[config.mk]
export PLATFORM = sky130hd
export DESIGN_NAME = wilton_sb_cfg
export DESIGN_NICKNAME = d
export VERILOG_FILES = /design/src/rtl/wilton_pkg.sv /design/src/rtl/wilton_cfg_chain.sv /design/src/rtl/wilton_sb_cfg.sv
export SDC_FILE = /design/constraint.sdc
export NUM_CORES = 1
export LEC_CHECK = 0
export ABC_AREA = 1
export CORE_MARGIN = 1
export CORE_UTILIZATION = 45
export DETAILED_ROUTE_END_ITERATION = 8
export DONT_BUFFER_PORTS = 1
export SLEW_MARGIN = 20
export SYNTH_ARGS = -nofsm -noshare
export SYNTH_HDL_FRONTEND = slang
export SYNTH_SLANG_ARGS = --single-unit
[constraint.sdc]
create_clock -name clk -period 2.85 [get_ports clk]
set_input_delay 0.57 -clock clk [delete_from_list [all_inputs] [get_ports clk]]
set_output_delay 0.57 -clock clk [all_outputs]
set_load 0.1 [all_outputs]
[src/rtl/wilton_pkg.sv]
// Shared types and helpers for the Wilton switch box: direction codes, per-output
// select encoding and configuration-chain states.
package wilton_pkg;

   typedef enum logic [1:0] {DIR_N, DIR_E, DIR_S, DIR_W} dir_e;

   typedef logic [1:0] sel_t;
   localparam sel_t SEL_LEFT     = 2'b00;
   localparam sel_t SEL_STRAIGHT = 2'b01;
   localparam sel_t SEL_RIGHT    = 2'b10;
   localparam sel_t SEL_OFF      = 2'b11;

   typedef enum logic [1:0] {CFG_EMPTY, CFG_LOADING, CFG_FULL} cfg_state_e;

   // Source side feeding output side o; SEL_OFF aliases to the self side and must be
   // masked by the caller.
   function automatic dir_e src_dir(input dir_e o, input sel_t sel);
      logic [1:0] d;
      d = 2'(o) + sel + 2'd1;
      return dir_e'(d);
   endfunction

endpackage

[src/rtl/wilton_cfg_chain.sv]
// Serial configuration chain: shadow shift register with bit counter, load-state FSM,
// commit/error handshake and the active routing register.
module wilton_cfg_chain
   import wilton_pkg::*;
#(
   parameter int unsigned CFG_BITS = 64
) (
   input  logic                clk,
   input  logic                rst,
   input  logic                cfg_in,
   input  logic                cfg_shift,
   input  logic                cfg_commit,
   input  logic                cfg_clear,
   output logic                cfg_out,
   output logic                cfg_done,
   output logic                cfg_err,
   output logic                cfg_full,
   output logic [CFG_BITS-1:0] active
);

   localparam int unsigned CNT_W = $clog2(CFG_BITS + 1);
   localparam logic [CNT_W-1:0] CNT_LAST = CNT_W'(CFG_BITS - 1);

   logic [CFG_BITS-1:0] shadow_q, shadow_d;
   logic [CFG_BITS-1:0] active_q, active_d;
   logic [CNT_W-1:0]    count_q, count_d;
   cfg_state_e          state_q, state_d;
   logic                err_q, err_d;
   logic                done_q, done_d;

   always_comb begin
      shadow_d = shadow_q;
      active_d = active_q;
      count_d  = count_q;
      state_d  = state_q;
      err_d    = err_q;
      done_d   = 1'b0;
      if (cfg_clear) begin
         count_d = '0;
         state_d = CFG_EMPTY;
         err_d   = 1'b0;
      end else if (cfg_shift && cfg_commit) begin
         err_d = 1'b1;
      end else if (cfg_shift) begin
         shadow_d = {shadow_q[CFG_BITS-2:0], cfg_in};
         case (state_q)
            CFG_EMPTY, CFG_LOADING: begin
               count_d = count_q + CNT_W'(1);
               state_d = (count_q == CNT_LAST) ? CFG_FULL : CFG_LOADING;
            end
            CFG_FULL: err_d = 1'b1;  // overflow: data still shifts, count saturates
            default: state_d = CFG_EMPTY;
         endcase
      end else if (cfg_commit) begin
         if (state_q == CFG_FULL) begin
            active_d = shadow_q;
            done_d   = 1'b1;
            count_d  = '0;
            state_d  = CFG_EMPTY;
         end else begin
            err_d = 1'b1;
         end
      end
   end

   always_ff @(posedge clk) begin
      if (rst) begin
         shadow_q <= '0;
         active_q <= '1;
         count_q  <= '0;
         state_q  <= CFG_EMPTY;
         err_q    <= 1'b0;
         done_q   <= 1'b0;
      end else begin
         shadow_q <= shadow_d;
         active_q <= active_d;
         count_q  <= count_d;
         state_q  <= state_d;
         err_q    <= err_d;
         done_q   <= done_d;
      end
   end

   assign cfg_out  = shadow_q[CFG_BITS-1];
   assign cfg_done = done_q;
   assign cfg_err  = err_q;
   assign cfg_full = (state_q == CFG_FULL);
   assign active   = active_q;

endmodule

[src/rtl/wilton_sb_cfg.sv]
// Wilton switch box with per-output-lane source selects, driven by an atomically
// committed serial configuration chain.
module wilton_sb_cfg
   import wilton_pkg::*;
#(
   parameter int unsigned WIDTH   = 8,
   parameter int unsigned REG_OUT = 0
) (
   input  logic             clk,
   input  logic             rst,
   input  logic [WIDTH-1:0] in_n,
   input  logic [WIDTH-1:0] in_e,
   input  logic [WIDTH-1:0] in_s,
   input  logic [WIDTH-1:0] in_w,
   output logic [WIDTH-1:0] out_n,
   output logic [WIDTH-1:0] out_e,
   output logic [WIDTH-1:0] out_s,
   output logic [WIDTH-1:0] out_w,
   input  logic             cfg_in,
   input  logic             cfg_shift,
   input  logic             cfg_commit,
   input  logic             cfg_clear,
   output logic             cfg_out,
   output logic             cfg_done,
   output logic             cfg_err,
   output logic             cfg_full
);

   localparam int unsigned CFG_BITS = WIDTH * 8;

   logic [CFG_BITS-1:0] active;
   logic [WIDTH-1:0]    din   [4];
   logic [WIDTH-1:0]    route [4];
   logic [WIDTH-1:0]    dout  [4];

   wilton_cfg_chain #(
      .CFG_BITS(CFG_BITS)
   ) u_chain (
      .clk       (clk),
      .rst       (rst),
      .cfg_in    (cfg_in),
      .cfg_shift (cfg_shift),
      .cfg_commit(cfg_commit),
      .cfg_clear (cfg_clear),
      .cfg_out   (cfg_out),
      .cfg_done  (cfg_done),
      .cfg_err   (cfg_err),
      .cfg_full  (cfg_full),
      .active    (active)
   );

   assign din[DIR_N] = in_n;
   assign din[DIR_E] = in_e;
   assign din[DIR_S] = in_s;
   assign din[DIR_W] = in_w;

   always_comb begin
      sel_t sel;
      sel = SEL_OFF;
      for (int o = 0; o < 4; o++) begin
         route[o] = '0;
         for (int i = 0; i < WIDTH; i++) begin
            sel = active[(i*4+o)*2 +: 2];
            if (sel != SEL_OFF) begin
               route[o][i] = din[src_dir(dir_e'(2'(o)), sel)][i];
            end
         end
      end
   end

   if (REG_OUT != 0) begin : g_reg_out
      always_ff @(posedge clk) begin
         if (rst) begin
            dout <= '{default: '0};
         end else begin
            dout <= route;
         end
      end
   end else begin : g_comb_out
      assign dout = route;
   end

   assign out_n = dout[DIR_N];
   assign out_e = dout[DIR_E];
   assign out_s = dout[DIR_S];
   assign out_w = dout[DIR_W];

endmodule

# [After elaboration in Yosys (flattened, before gate mapping)]
# Cells that the tools add are included.
[op_classes] addsub=57 n_lt_le_gt_ge=32 eq_ne=39 n_mux=143 n_bitwise=36 n_reduce_logical=13
[ops] op="$bmux 8 s2" n=32
[ops] op="$ge 3x3->1 const B" n=32
[ops] op="$not 2->3" n=32
[ops] op="$mux 7" n=12
[ops] op="$ne 2x2->1 const B" n=33
[ops] op="$add 2x1->2 const B" n=32
[ops] op="$mux 8" n=8
[ops] op="$mux 6" n=8
[ops] op="$mux 1" n=46
[ops] op="$mux 5" n=8
[ops] op="$add 2x2->2 const A" n=16
[ops] op="$mux 4" n=8
[ops] op="$mux 2" n=12
[ops] op="$mux 3" n=8
[ops] op="$add 1x2->2 const A" n=8
[ops] op="$reduce_and 4->1" n=2
[ops] op="$add 7x1->7 const B" n=1
[ops] op="$eq 7x6->1 const B" n=1
[ops] op="$reduce_and 3->1" n=2
[ops] op="$reduce_and 5->1" n=1
[ops] op="$reduce_or 5->1" n=1
[ops] op="$not 1->1" n=4
[ops] op="$pmux 2 s2" n=1
[ops] op="$reduce_bool 2->1" n=2
[ops] op="other kinds (9)" n=10
[word_totals] reg_bits=139 out_inout_bits=36

# [Longest topological paths before layout]
[logic_depth] word_depth=7 depth_mapped=8 ltp_nobuf=8

# [By module]
# A second synthesis with hierarchy kept.
[hier_totals] hier_cells=920 hier_area_um2=6485.0
[by_module_without_submodules] mod="wilton_cfg_chain" instances=1 cells_each=656 area_each_um2=5238.8
[by_module_without_submodules] mod="wilton_sb_cfg" instances=1 cells_each=264 area_each_um2=1246.2

# [Worst setup path after synthesis]
# No wires, ideal clock.
[synth_timing] path_type="in2out" from="in in_s[0]" to="out out_e[0]" t_arrival_ns=2.841 t_required_ns=2.280 setup_slack_ns=-0.561 cell_stages=4 n_path_buf=0 cell_sequence="inv_1 > nor2_1 > a21oi_1 > o21ai_0"
[synth_via] elab_chain_cells=4
[synth_lines] element="start: declaration" line_no="wilton_sb_cfg.sv:13" rtl="input logic [WIDTH-1:0] in_s,"
[synth_lines] element="$bmux 8 s2" line_no="wilton_sb_cfg.sv:65" rtl="route[o][i] = din[src_dir(dir_e'(2'(o)), sel)][i];"
[synth_lines] element="$mux 1 (implied by the code) (2 in a row)" line_no="wilton_sb_cfg.sv:65"
[synth_lines] element="$mux 1" line_no="wilton_sb_cfg.sv:64" rtl="if (sel != SEL_OFF) begin"
[synth_lines] element="end: declaration" line_no="wilton_sb_cfg.sv:16" rtl="output logic [WIDTH-1:0] out_e,"
# No other way between the ends. The select of a mux whose other input is x is not followed.

# [Worst setup path after layout]
[layout_timing] from="reg u_chain.active_q[16], in the netlist u_chain.active[16]" to="out out_n[2]"
[layout_via] elab_chain_cells=6
[layout_lines] element="start: declaration" line_no="wilton_cfg_chain.sv:25" rtl="logic [CFG_BITS-1:0] active_q, active_d;"
[layout_lines] element="start signal: assignment" line_no="wilton_cfg_chain.sv:76" rtl="active_q <= active_d;"
[layout_lines] element="$add 2x1->2" line_no="wilton_pkg.sv:19" rtl="d = 2'(o) + sel + 2'd1;"
[layout_lines] element="$not 2->3 (implied by the code)" line_no="wilton_sb_cfg.sv:65"
[layout_lines] element="$bmux 8 s2" line_no="wilton_sb_cfg.sv:65"
[layout_lines] element="$mux 3 (implied by the code) (2 in a row)" line_no="wilton_sb_cfg.sv:65"
[layout_lines] element="$mux 1 (*)" line_no="wilton_sb_cfg.sv:64"
[layout_lines] element="end: declaration" line_no="wilton_sb_cfg.sv:15" rtl="output logic [WIDTH-1:0] out_n,"
# Mark *: on every way between the ends. The rest lies on a longest branch, timed or not. The select of a mux whose other input is x is not followed.

==> results.py <==
metrics = {
    "worst_setup_path": {
        "cpLargestDelayFamily": "flip-flops",
        "crit_path_top_delay_cell": "dfxtp_1",
        "worstSetupStartpointType": "register",
        "crit_path_max_incr_delay_ns": 0.44,
        "critical_path.cell_chain": "ha_1 -> a21oi_1 -> o21ai_0 -> a21oi_2 -> buf_4",
        "end_kind": "output port",
        "reg2reg_depth": 8,
        "worstPathRequired_ns": 2.28,
        "crit_arrival_ns": 1.85,
        "cp.depth": 5,
        "critical_path_class": "reg -> out",
        "cp_max_fo": 6,
        "path_buf_inv": 1,
    },
    "sta": {
        "max_freq_ghz": 0.413,
        "fin_crit_ns": 2.42,
        "min_period_over_period_pct": 84.9,
        "setup_tns_ns": 0,
        "finalHoldViolations": 0,
        "setup_viol": 0,
        "tightest_slew_ns": 0.983,
        "hold_slack_ns": 0.223,
        "maxSlewViolCount": 0,
        "finalClockSkew_ns": 0.00660,
        "rsz0062_at_grt": "no",
        "slew_headroom_pct": 34.4,
    },
    "cells_and_area": {
        "nNetsFinal": 870,
        "n_fill_cell": 1276,
        "area_delta_synth_final_pct": 16.8,
        "seqCellArea_um2": 2780,
        "final_layout_size_suffix_gt1_share_pct": 12.3,
        "num_antenna_cells": 0,
        "finalNonFillerCells": 1004,
        "final_common_cell": "nand2_1",
        "multi_input_comb_area_um2": 2870,
        "final_cell_mix": "nand2_1, dfxtp_1, a21oi_1, nand3_1, inv_1",
    },
    "route": {
        "wl_per_cell_um": 13.5,
        "antenna_left": 0,
        "route.detailed.drc": 0,
        "drt_first_pass_iters": 4,
        "drt_iter0_markers": 375,
        "vias": 5291,
        "drt-vias-per-instance": 5.27,
        "routed_wl_um": 13600,
    },
    "floorplan": {
        "die_h_um": 118,
        "start_util_pct": 46.0,
        "rows": 42,
        "die_area_um2": 14000,
        "ios": 74,
        "die_x_um": 118,
        "core_area_um2": 13200,
    },
    "synthesis": {
        "synth.area.top_cells": "dfxtp_1, nand2_1, a21oi_1, nand3_1, o211ai_1",
        "yosys.area.top_type": "dfxtp_1",
        "ys_types": 20,
        "synth-seq-area-share_pct": 45.8,
        "yosys_register_bits": 139,
        "syn_nets": 854,
        "synth.avg_cell_area_um2": 7.60,
        "ys_warn_count": 0,
        "syn-instance-count": 799,
        "netlist_area_um2": 6070,
        "yosys.area.top_type_share_pct": 45.8,
    },
    "clock_tree": {
        "post_cts_buffers": 0,
        "cts_buffers": 17,
        "cts.hold.buffers_added": 0,
        "path_clk_slew_ns": 0.05,
        "cts_tree": "done",
        "clockBufferDepth": 2,
        "ctsRootBufferMaster": "clkbuf_16",
        "cts.repair.resized": 0,
        "h-tree-depth": 4,
        "clk_latency_ns": 0.41,
        "cts.sinks": 139,
    },
    "grt": {
        "grt-ovfl-total": 0,
        "antenna_found_initial": 0,
        "grt_pass1_vias": 5303,
        "grt_pass1_wl_um": 23700,
        "track_usage_pct": 20.8,
        "grt_max_degree": 71,
    },
    "placed_design": {
        "dp_hpwl_um": 9050,
        "dp.cells": 972,
        "gp_congestion": 0.805,
        "port_buffers": 0,
    },
    "power": {
        "irDropWorstVdd_v": 0.000343,
        "p_leak_uw": 0.00303,
        "p_per_area_nw_per_um2": 621,
    },
    "worst_hold_path": {
        "worstHoldPathType": "in -> reg",
        "min_path_cells": 1,
    },
    "run_status": {
        "outcome": "finished, final reports clean",
    },
    "run": {
        "drv_cap": 0,
    },
}
[sequential cells by signal, summed over array words and instances (netlist names)]
signal            flops
u_chain.count_q       7
u_chain.state_q       2
u_chain.shadow_q     64
u_chain.cfg_done      1
u_chain.active       64
u_chain.cfg_err       1
[per-stage QoR]
step / setup WS, ns / utilization (%) / total power, µW / cell area (µm²)
final: 0.429 / 53.8 / 4410 / 7090
after global routing: 0.310 / 53.8 / 4560 / 7090
after CTS: 0.441 / 53.8 / 4450 / 7090
after detailed placement: 0.889 / 49.1 / 2190 / 6480
after global placement: 0.956 / 49.1 / 2180 / 6480
after floorplan: 0.195 / - / 2160 / 6130
[logic make-up after synthesis]
group	share of synthesized area [%]
DFF	45.8
adders and majority gates	3.50
and+or+nand+nor	20.4
AOI/OAI and AO/OA	21.8
buffers and inverters	8.53
[power by group]
part	switching (µW)	internal, µW	leakage, µW	total [µW]
clock	771	1490	0.000307	2260
combinational	112	44.2	0.00160	156
sequential	23.4	1970	0.00113	1990
total	906	3500	0.00303	4410
[path summary, 6_finish.rpt]
path	start	to	slack, ns
setup / recovery	u_chain.active[16]$_SDFFE_PP1P_	out_n[2]	0.43
hold / removal	rst	u_chain.shadow_q[0]$_SDFFE_PP0P_	0.22
setup reg to reg	u_chain.state_q[1]$_SDFFE_PP0P_	u_chain.active[32]$_SDFFE_PP1P_	1.03
hold reg to reg	u_chain.shadow_q[62]$_SDFFE_PP0P_	u_chain.shadow_q[62]$_SDFFE_PP0P_	0.47
[area by class of cell]
cell class,instances,area share [%]
clock buffers,25,7.13
clock inverters,7,1.55
inverters,69,3.65
multi-input cells,548,40.4
flip-flops and latches,139,39.2
well taps,176,3.10
repair buffers,40,4.94
[synthesized netlist by cell type]
cell type and count:
nand2_1 187, dfxtp_1 139, a21oi_1 111, nand3_1 76, inv_1 67, o21ai_0 62, o211ai_1 45, nor2_1 30
clkbuf_1 19, ha_1 17, buf_2 12, buf_6 10, o311a_1 8, o21ai_1 6, buf_4 2, inv_2 2
nand2_2 2, nor2_4 2, a21boi_1 1, nand4_1 1
[routing by layer]
metal / part of all wire (%) / up-vias / GRT usage (%)
li1: - / 2743 / -
met1: 46 / 2441 / 25.5
met2: 49 / 92 / 34.6
met3: 3.9 / 15 / 4.92
met4: 1.1 / 0 / 9.21
met5: 0 / - / 0
(Power assumes the default switching activity.)
